$ cat src/rtl/mesi_line_tracker.sv
// MESI coherence state store for a SETS x WAYS cache: applies one processor or
// snooped bus command per accepted request and reports bus/snoop actions.
module mesi_line_tracker #(
  parameter  int SETS  = 16,
  parameter  int WAYS  = 4,
  parameter  int CNT_W = 16,
  localparam int SET_W = $clog2(SETS),
  localparam int WAY_W = $clog2(WAYS)
) (
  input  logic             clk_i,
  input  logic             rst_i,
  input  logic             req_valid_i,
  output logic             req_ready_o,
  input  logic [2:0]       req_cmd_i,
  input  logic [SET_W-1:0] req_set_i,
  input  logic [WAY_W-1:0] req_way_i,
  input  logic             req_shared_i,
  output logic             rsp_valid_o,
  output logic [1:0]       rsp_state_before_o,
  output logic [1:0]       rsp_state_after_o,
  output logic [2:0]       rsp_bus_op_o,
  output logic [1:0]       rsp_snoop_o,
  output logic             rsp_err_o,
  output logic [CNT_W-1:0] hit_cnt_o,
  output logic [CNT_W-1:0] miss_cnt_o
);

  localparam logic [1:0] ST_M = 2'd0, ST_E = 2'd1, ST_S = 2'd2, ST_I = 2'd3;
  localparam logic [2:0] CMD_PR_RD = 3'd0, CMD_PR_WR = 3'd1, CMD_EVICT = 3'd2,
                         CMD_SN_RD = 3'd3, CMD_SN_RDX = 3'd4, CMD_SN_UPGR = 3'd5,
                         CMD_CLEAR = 3'd6;
  localparam logic [2:0] BUS_NONE = 3'd0, BUS_READ = 3'd1, BUS_RWIM = 3'd2,
                         BUS_UPGR = 3'd3, BUS_WB = 3'd4;
  localparam logic [1:0] SNP_NOHIT = 2'd0, SNP_HIT = 2'd1, SNP_HITM = 2'd2;

  typedef enum logic {IDLE, SWEEP} fsm_e;

  fsm_e             fsm_q;
  logic             ready_q;
  logic [SET_W-1:0] sweep_q;
  logic [1:0]       mem_q [SETS][WAYS];
  logic             rsp_valid_q, rsp_err_q;
  logic [1:0]       rsp_before_q, rsp_after_q, rsp_snoop_q;
  logic [2:0]       rsp_bus_q;
  logic [CNT_W-1:0] hit_cnt_q, miss_cnt_q, hit_cnt_d, miss_cnt_d;

  logic       accept, way_ok, set_ok, line_ok, wr_en, err, is_hit, is_miss;
  logic [1:0] cur_state, state_d, snoop;
  logic [2:0] bus_op;

  always_comb begin
    accept    = req_valid_i && ready_q;
    way_ok    = {1'b0, req_way_i} < (WAY_W+1)'(WAYS);
    set_ok    = {1'b0, req_set_i} < (SET_W+1)'(SETS);
    line_ok   = way_ok && set_ok;
    cur_state = line_ok ? mem_q[req_set_i][req_way_i] : ST_I;
    state_d   = cur_state;
    bus_op    = BUS_NONE;
    snoop     = SNP_NOHIT;
    err       = 1'b0;
    is_hit    = 1'b0;
    is_miss   = 1'b0;
    wr_en     = 1'b0;
    if (req_cmd_i == CMD_CLEAR) begin
      state_d = cur_state;
    end else if (!way_ok || req_cmd_i == 3'd7) begin
      err = 1'b1;
    end else begin
      wr_en = set_ok;
      case (req_cmd_i)
        CMD_PR_RD: begin
          if (cur_state == ST_I) begin
            bus_op  = BUS_READ;
            state_d = req_shared_i ? ST_S : ST_E;
            is_miss = 1'b1;
          end else begin
            is_hit = 1'b1;
          end
        end
        CMD_PR_WR: begin
          state_d = ST_M;
          if (cur_state == ST_I) begin
            bus_op  = BUS_RWIM;
            is_miss = 1'b1;
          end else begin
            bus_op = (cur_state == ST_S) ? BUS_UPGR : BUS_NONE;
            is_hit = 1'b1;
          end
        end
        CMD_EVICT: begin
          bus_op  = (cur_state == ST_M) ? BUS_WB : BUS_NONE;
          state_d = ST_I;
        end
        CMD_SN_RD, CMD_SN_RDX: begin
          if (cur_state == ST_M) begin
            snoop  = SNP_HITM;
            bus_op = BUS_WB;
          end else if (cur_state != ST_I) begin
            snoop = SNP_HIT;
          end
          if (cur_state != ST_I)
            state_d = (req_cmd_i == CMD_SN_RD) ? ST_S : ST_I;
        end
        CMD_SN_UPGR: begin
          // An upgrade snoop against an exclusive copy means the bus is confused.
          if (cur_state == ST_S) begin
            snoop   = SNP_HIT;
            state_d = ST_I;
          end else if (cur_state != ST_I) begin
            err   = 1'b1;
            wr_en = 1'b0;
          end
        end
        default: begin
          err   = 1'b1;
          wr_en = 1'b0;
        end
      endcase
    end
    hit_cnt_d  = (is_hit  && hit_cnt_q  != '1) ? hit_cnt_q  + CNT_W'(1) : hit_cnt_q;
    miss_cnt_d = (is_miss && miss_cnt_q != '1) ? miss_cnt_q + CNT_W'(1) : miss_cnt_q;
  end

  always_ff @(posedge clk_i) begin
    if (rst_i) begin
      fsm_q        <= IDLE;
      ready_q      <= 1'b1;
      sweep_q      <= '0;
      rsp_valid_q  <= 1'b0;
      rsp_before_q <= ST_I;
      rsp_after_q  <= ST_I;
      rsp_bus_q    <= BUS_NONE;
      rsp_snoop_q  <= SNP_NOHIT;
      rsp_err_q    <= 1'b0;
      hit_cnt_q    <= '0;
      miss_cnt_q   <= '0;
      for (int s = 0; s < SETS; s++)
        for (int w = 0; w < WAYS; w++)
          mem_q[s][w] <= ST_I;
    end else begin
      rsp_valid_q <= accept;
      if (accept) begin
        rsp_before_q <= cur_state;
        rsp_after_q  <= state_d;
        rsp_bus_q    <= bus_op;
        rsp_snoop_q  <= snoop;
        rsp_err_q    <= err;
      end
      case (fsm_q)
        IDLE: begin
          if (accept) begin
            if (req_cmd_i == CMD_CLEAR) begin
              fsm_q      <= SWEEP;
              ready_q    <= 1'b0;
              sweep_q    <= '0;
              hit_cnt_q  <= '0;
              miss_cnt_q <= '0;
            end else begin
              if (wr_en)
                mem_q[req_set_i][req_way_i] <= state_d;
              hit_cnt_q  <= hit_cnt_d;
              miss_cnt_q <= miss_cnt_d;
            end
          end
        end
        SWEEP: begin
          for (int w = 0; w < WAYS; w++)
            mem_q[sweep_q][w] <= ST_I;
          if (sweep_q == SET_W'(SETS-1)) begin
            fsm_q   <= IDLE;
            ready_q <= 1'b1;
          end else begin
            sweep_q <= sweep_q + SET_W'(1);
          end
        end
        default: begin
          fsm_q   <= IDLE;
          ready_q <= 1'b1;
        end
      endcase
    end
  end

  assign req_ready_o        = ready_q;
  assign rsp_valid_o        = rsp_valid_q;
  assign rsp_state_before_o = rsp_before_q;
  assign rsp_state_after_o  = rsp_after_q;
  assign rsp_bus_op_o       = rsp_bus_q;
  assign rsp_snoop_o        = rsp_snoop_q;
  assign rsp_err_o          = rsp_err_q;
  assign hit_cnt_o          = hit_cnt_q;
  assign miss_cnt_o         = miss_cnt_q;

endmodule

$ cat config.mk
export PLATFORM = sky130hd
export DESIGN_NAME = mesi_line_tracker
export DESIGN_NICKNAME = d
export VERILOG_FILES = /design/src/rtl/mesi_line_tracker.sv
export SDC_FILE = /design/constraint.sdc
export NUM_CORES = 1
export LEC_CHECK = 0
export ABC_CLOCK_PERIOD_IN_PS = 6200
export CORE_MARGIN = 3
export CORE_UTILIZATION = 42
export DETAILED_ROUTE_END_ITERATION = 6
export HOLD_SLACK_MARGIN = 0.05
export REMOVE_ABC_BUFFERS = 1
export SLEW_MARGIN = 10
export SYNTH_ARGS = -nofsm -noshare
export SYNTH_HDL_FRONTEND = slang
export SYNTH_SLANG_ARGS = --single-unit
$ cat constraint.sdc
create_clock -name clk_i -period 6.2 [get_ports clk_i]
set_clock_uncertainty 0.2 [all_clocks]
set_input_delay 1.86 -clock clk_i [delete_from_list [all_inputs] [get_ports clk_i]]
set_output_delay 1.86 -clock clk_i [all_outputs]
set_load 0.05 [all_outputs]
==> results of run 1 <==
-- cell usage in the layout, fill, tap and decap left out, types with 3 or more instances in the layout --
cell type,n
dfxtp_1,49
inv_1,11
nor3b_1,9
and2_1,4
clkbuf_16,17
a41oi_1,4
nand3b_1,3
nor2_1,88
nor4_1,6
nor3_1,14
a221oi_2,8
clkdlybuf4s50_1,54
buf_12,10
nand2b_1,5
o211ai_1,6
clkinv_4,4
or2_2,13
nor2b_1,5
a21oi_1,36
ha_1,7
buf_4,44
a31oi_1,9
edfxtp_1,128
a22oi_1,28
xnor2_1,11
a21boi_0,3
nor2_2,4
mux2i_1,67
and3_1,4
or3_1,6
a21o_1,55
nand2_1,104
o21bai_1,11
nand3_1,73
xor2_1,12
nand4_1,8
o21ai_0,12
-- kinds of logic (layout without fill, tap and decap cells) --
group	after synthesis	count (layout)
xor+xnor	23	23
mux	68	68
buf+inv	79	151
fa+ha+maj	7	7
flops	177	177
simple gates	353	353
compound gates	187	187
-- metrics by stage --
step                cell area, µm²  power, mW  instances  utilization
floorplan                     8916      1.452        826            -
global placement             10340      1.589       1209       0.4827
detailed placement           10340      1.589       1209       0.4827
CTS                          10950      2.681       1241       0.5111
global route                 10950      2.762       1241       0.5111
finish                       10950      2.671       1241       0.5111
-- worst max-delay path: cells and delay by family --
family | cells | cell delay, ps
AOI/OAI and AO/OA | 5 | 1400
and+or+nand+nor | 5 | 1250
buffers and inverters | 4 | 920
adders and majority gates | 1 | 280
muxes | 1 | 120
-- registers in the layout (all words and copies together) (netlist names) --
name,cells
fsm_q,1
rsp_state_before_o,2
rsp_state_after_o,2
hit_cnt_o,16
rsp_valid_o,1
rsp_bus_op_o,3
sweep_q,4
req_ready_o,1
rsp_err_o,1
mem_q,128
miss_cnt_o,16
rsp_snoop_o,2
-- layer usage --
layer  wire, µm  part of all wire  vias up
li1           -                 -     3388
met1      11220              0.46     3406
met2      11070              0.45      223
met3       1663             0.068       34
met4        486             0.020        0
met5          0                 0        -
-- area by class of cell --
class / instances / area (µm²) / share of cell area
clock buffer: 18 / 429.2 / 0.03920
clock inverter: 14 / 178.9 / 0.01634
inverter: 11 / 41.29 / 0.003772
multi-input combinational: 638 / 4058 / 0.3707
sequential: 177 / 4825 / 0.4407
tap: 275 / 344.1 / 0.03143
timing repair buffer: 108 / 1071 / 0.09784
-- worst paths after layout --
| path | slack (ps) | from | cells after the start | end |
|---|---|---|---|---|
| worst max-delay path | 330 | req_set_i[1] | 16 | mem_q[6][4] |
| worst min-delay path | 260 | rsp_snoop_o[1] | 2 | rsp_snoop_o[1] |
| worst max register to register | 2190 | mem_q[1][0] | 15 | mem_q[6][4] |
| worst min register to register | 260 | rsp_snoop_o[1] | 2 | rsp_snoop_o[1] |
-- power breakdown --
| part | switching (mW) | leakage (nW) | internal, mW |
|---|---|---|---|
| Clock | 0.495 | 0.292 | 0.609 |
| Combinational | 0.191 | 2.00 | 0.0989 |
| Sequential | 0.00563 | 1.28 | 1.27 |
==> results_dict.tcl, run 1 <==
set metrics [dict create \
    synthMuxAreaShare 0.07322 \
    drv_cap 0 \
    setup_tns_ps 0 \
    coreArea_mm2 0.02142 \
    chipHeight_um 154.9 \
    synth_top_area_frac 0.4127 \
    routabilityCongestion 0.8908 \
    cp_slowest_cell "clkdlybuf4s50_1" \
    met3_usage 0.05174 \
    synth-simple-area-share 0.1818 \
    synth_compound_area_frac 0.1489 \
    cp_common_cell "buf_4" \
    grt_start_max_net_pins 53 \
    cts_tree "built" \
    hold_buffers 0 \
    avgRoutedWirePerCell_um 19.69 \
    routed_wl_um 24440 \
    synth_seq_cells 177 \
    grt_usage 0.2085 \
    nNetsFinal 973 \
    drtAntennaViolNets 0 \
    crit_arrival_ps 5850 \
    fillCellCount 1966 \
    start_util 0.4348 \
    syn_area_mm2 0.009313 \
    grt_pass1_vias 6922 \
    grt_pass1_wl_um 38780 \
    viasPerCell 5.682 \
    holdWs_ps 260.8 \
    rsz0062_at_grt "no" \
    slowest_delay_ps 460 \
    overflow 0 \
    cts_max_level 4 \
    hpwl_um 17080 \
    synthArstFlopShare 0 \
    ys_top_cells_by_count "edfxtp_1 (128), nand2_1 (104), nor2_1 (91)" \
    cts.sinks 177 \
    synth_fa_ha_area_frac 0.009405 \
    synth_edf_count 128 \
    hold_class "reg2reg" \
    drc_errors 0 \
    die_x_um 154.9 \
    worst_pin_slew_ps 900.1 \
    grt_use_met2 0.3154 \
    synth_seq_area_share 0.5181 \
    cts_setup_buffers 0 \
    path_cells "clkdlybuf4s50_1 > and2_1 > a22oi_1 > a21oi_1 > nor4_4 > mux2i_1 > buf_4 > inv_1 > ha_1 > nor3b_1 > o21ai_0 > a41oi_1 > or2_2 > a221oi_2 > buf_4 > nand2_1" \
    synth_top_family_by_area "simple AND/OR/NAND/NOR gates" \
    startpoint_type "input port" \
    clkLatencyLatePin_ps 440 \
    finalHoldViolations 0 \
    avgSynthCellArea_um2 10.42 \
    power_leakage_nw 3.574 \
    rows 53 \
    busiest_layer "met2" \
    yosysMostFrequentCell "edfxtp_1" \
    antennaDiodeCount 0 \
    numCtsBuffers 17 \
    top_level_ports 57 \
    drt_iter0_markers 448 \
    numPortBuffers 56 \
    fin_ws_ps 329.2 \
    cts_max_path_buffers 2 \
    die_area_mm2 0.02400 \
    drtPass1Iterations 5 \
    yosys_warnings 0 \
    antenna_found_initial 0 \
    endpoint_kind "flop" \
    synthTopCellsByArea "edfxtp_1 (41%), dfxtp_1 (11%), mux2i_1 (7.2%)" \
    drive_gt1_frac 0.1211 \
    met1_usage 0.2952 \
    setup_viol 0 \
    synth.largest_area_cell "edfxtp_1" \
    synthCells 894 \
    max_clock_freq_mhz 170.3 \
    vias 7051 \
    pre_cts_slack_ps -34.84 \
    status "finished clean" \
    path_clk_slew_ps 70 \
    ys_types 57 \
    peakVddDrop_uv 194.8 \
    fin_crit_sh 0.9469 \
    slew_headroom 0.3977 \
    report.final.slew_viol_count 0 \
    cts_root_buf "clkbuf_16" \
    area_growth_pct 17.55 \
    worstPathRequired_ps 6180 \
    path_max_fanout 13 \
    fin_crit_ps 5871 \
    synthXorXnorAreaFrac 0.02163 \
    synth-main-ff-cell "edfxtp_1" \
    critPathKind "in2reg" \
    ctsResizeCount 0 \
    powerDensity_mw_per_mm2 244.0 \
]
Power figures use the tool's default switching activity.
==> inputs of run 2 (changes only) <==
--- a/config.mk
+++ b/config.mk
@@ -6,6 +6,8 @@
 export NUM_CORES = 1
 export LEC_CHECK = 0
 export ABC_CLOCK_PERIOD_IN_PS = 6200
+export CAP_MARGIN = 40
+export CORE_ASPECT_RATIO = 1.1
 export CORE_MARGIN = 3
 export CORE_UTILIZATION = 42
 export DETAILED_ROUTE_END_ITERATION = 6
==> run 2 against run 1 <==
Combinational power barely moved. First-iteration DRC count rose by 35%. Register-to-register slack improved by 70 ps. Critical path depth fell by 1. Die area barely moved. Critical path type unchanged.
==> results_dict.tcl, run 2 (synthesized netlist as in run 1, its figures left out) <==
set metrics [dict create \
    status "finished clean" \
    cp_common_cell "and2_1" \
    drtAntennaViolNets 0 \
    slowest_delay_ps 460 \
    avgRoutedWirePerCell_um 19.59 \
    mostFrequentLayoutCells "edfxtp_1 (128), nand2_1 (104), nor2_1 (88)" \
    setup_viol 0 \
    numPortBuffers 56 \
    path_clk_slew_ps 70 \
    cts_setup_buffers 0 \
    cts_max_path_buffers 2 \
    worstPathRequired_ps 6140 \
    crit_arrival_ps 5690 \
    cts_tree "built" \
    powerDensity_mw_per_mm2 240.0 \
    fin_area_mm2 0.01098 \
    placed_cell_area_mm2 0.01039 \
    grt_usage 0.2090 \
    drv_cap 0 \
    largest_reg_flops 128 \
    cts_max_level 4 \
    grt_start_max_net_pins 59 \
    rows 56 \
    dr_wl_met3_um 1545 \
    peakVddDrop_uv 198.3 \
    routed_wl_um 24770 \
    die_area_mm2 0.02400 \
    area_growth_pct 17.90 \
    endpoint_kind "flop" \
    finalHoldViolations 0 \
    chipHeight_um 162.2 \
    hold_buffers 0 \
    ctsResizeCount 0 \
    viasPerCell 5.601 \
    drc_errors 0 \
    nNetsFinal 981 \
    drt_iter0_markers 605 \
    overflow 0 \
    max_clock_freq_mhz 173.8 \
    grt_pass1_wl_um 38790 \
    antenna_found_initial 0 \
    top_layer "met4" \
    regMostFlops "mem_q" \
    path_cells "clkdlybuf4s50_1 > and2_1 > buf_4 > a22oi_1 > a21oi_1 > nor4_4 > mux2i_1 > inv_1 > ha_1 > or3b_1 > a2bb2oi_1 > and2_1 > a221oi_4 > buf_12 > nand3_1" \
    die_x_um 148.0 \
    slew_headroom 0.4183 \
    startpoint_type "input port" \
    cts_root_buf "clkbuf_16" \
    setup_tns_ps 0 \
    coreArea_mm2 0.02158 \
    hold_class "reg2reg" \
    grt_pass1_vias 6912 \
    hpwl_um 16880 \
    path_max_fanout 28 \
    numCtsBuffers 17 \
    critPathKind "in2reg" \
    antennaDiodeCount 0 \
    met1Wirelength_um 11090 \
    power_leakage_nw 3.600 \
    fin_crit_ps 5754 \
    fin_crit_sh 0.9281 \
    final_common_cell "edfxtp_1" \
    report.final.slew_viol_count 0 \
    drtPass1Iterations 5 \
    drive_gt1_frac 0.1304 \
    rsz0062_at_grt "no" \
    clkLatencyLatePin_ps 440 \
    cp_slowest_cell "clkdlybuf4s50_1" \
    top_level_ports 57 \
    routabilityCongestion 0.8654 \
    cts.sinks 177 \
    worst_pin_slew_ps 869.3 \
    vias 7080 \
    start_util 0.4315 \
    met2WireLength_um 11480 \
]
[run 2: cell type report]
| class | count | area (µm²) |
|---|---|---|
| inverter | 11 | 41.29 |
| sequential | 177 | 4825 |
| clock inverter | 14 | 138.9 |
| multi-input combinational | 638 | 4058 |
| tap | 290 | 362.8 |
| fill | 2038 | 10600 |
| clock buffer | 18 | 450.4 |
| timing repair buffer | 116 | 1104 |
[run 2: worst paths after layout]
check	startpoint	depth (start not counted)	slack, ps	to
setup / recovery	req_set_i[1]	15	450	mem_q[14][6]
hold / removal	rsp_bus_op_o[2]	2	260	rsp_bus_op_o[2]
setup reg to reg	mem_q[13][5]	14	2260	mem_q[14][6]
hold reg to reg	rsp_bus_op_o[2]	2	260	rsp_bus_op_o[2]
[run 2: where the power goes]
group	internal [mW]	switching, mW
Clock	0.559	0.511
Sequential	1.27	0.00498
Combinational	0.0988	0.191
Total	1.93	0.707
[run 2: routing by layer]
| metal | global-route usage | vias up |
|---|---|---|
| li1 | - | 3405 |
| met1 | 0.2895 | 3387 |
| met2 | 0.3271 | 241 |
| met3 | 0.04241 | 47 |
| met4 | 0.07518 | 0 |
| met5 | 0 | - |
[run 2: stage by stage]
step                      power [mW]  setup WS (ps)  hold WS (ps)  cells    util
after floorplan                1.452          312.7         287.6    826       -
after detailed placement       1.590          58.56         246.0   1231  0.4812
after global placement         1.589          152.2         243.7   1231  0.4812
after global routing           2.724          202.5         274.5   1264  0.5088
final                          2.635          446.1         256.1   1264  0.5088
after CTS                      2.650          513.1         258.3   1263  0.5085
[run 2: critical path, delay by kind of cell]
kind	cells	cell delay (ps)
simple gates	5	1540
buf+inv	4	1020
compound gates	4	810
fa+ha+maj	1	270
mux	1	170
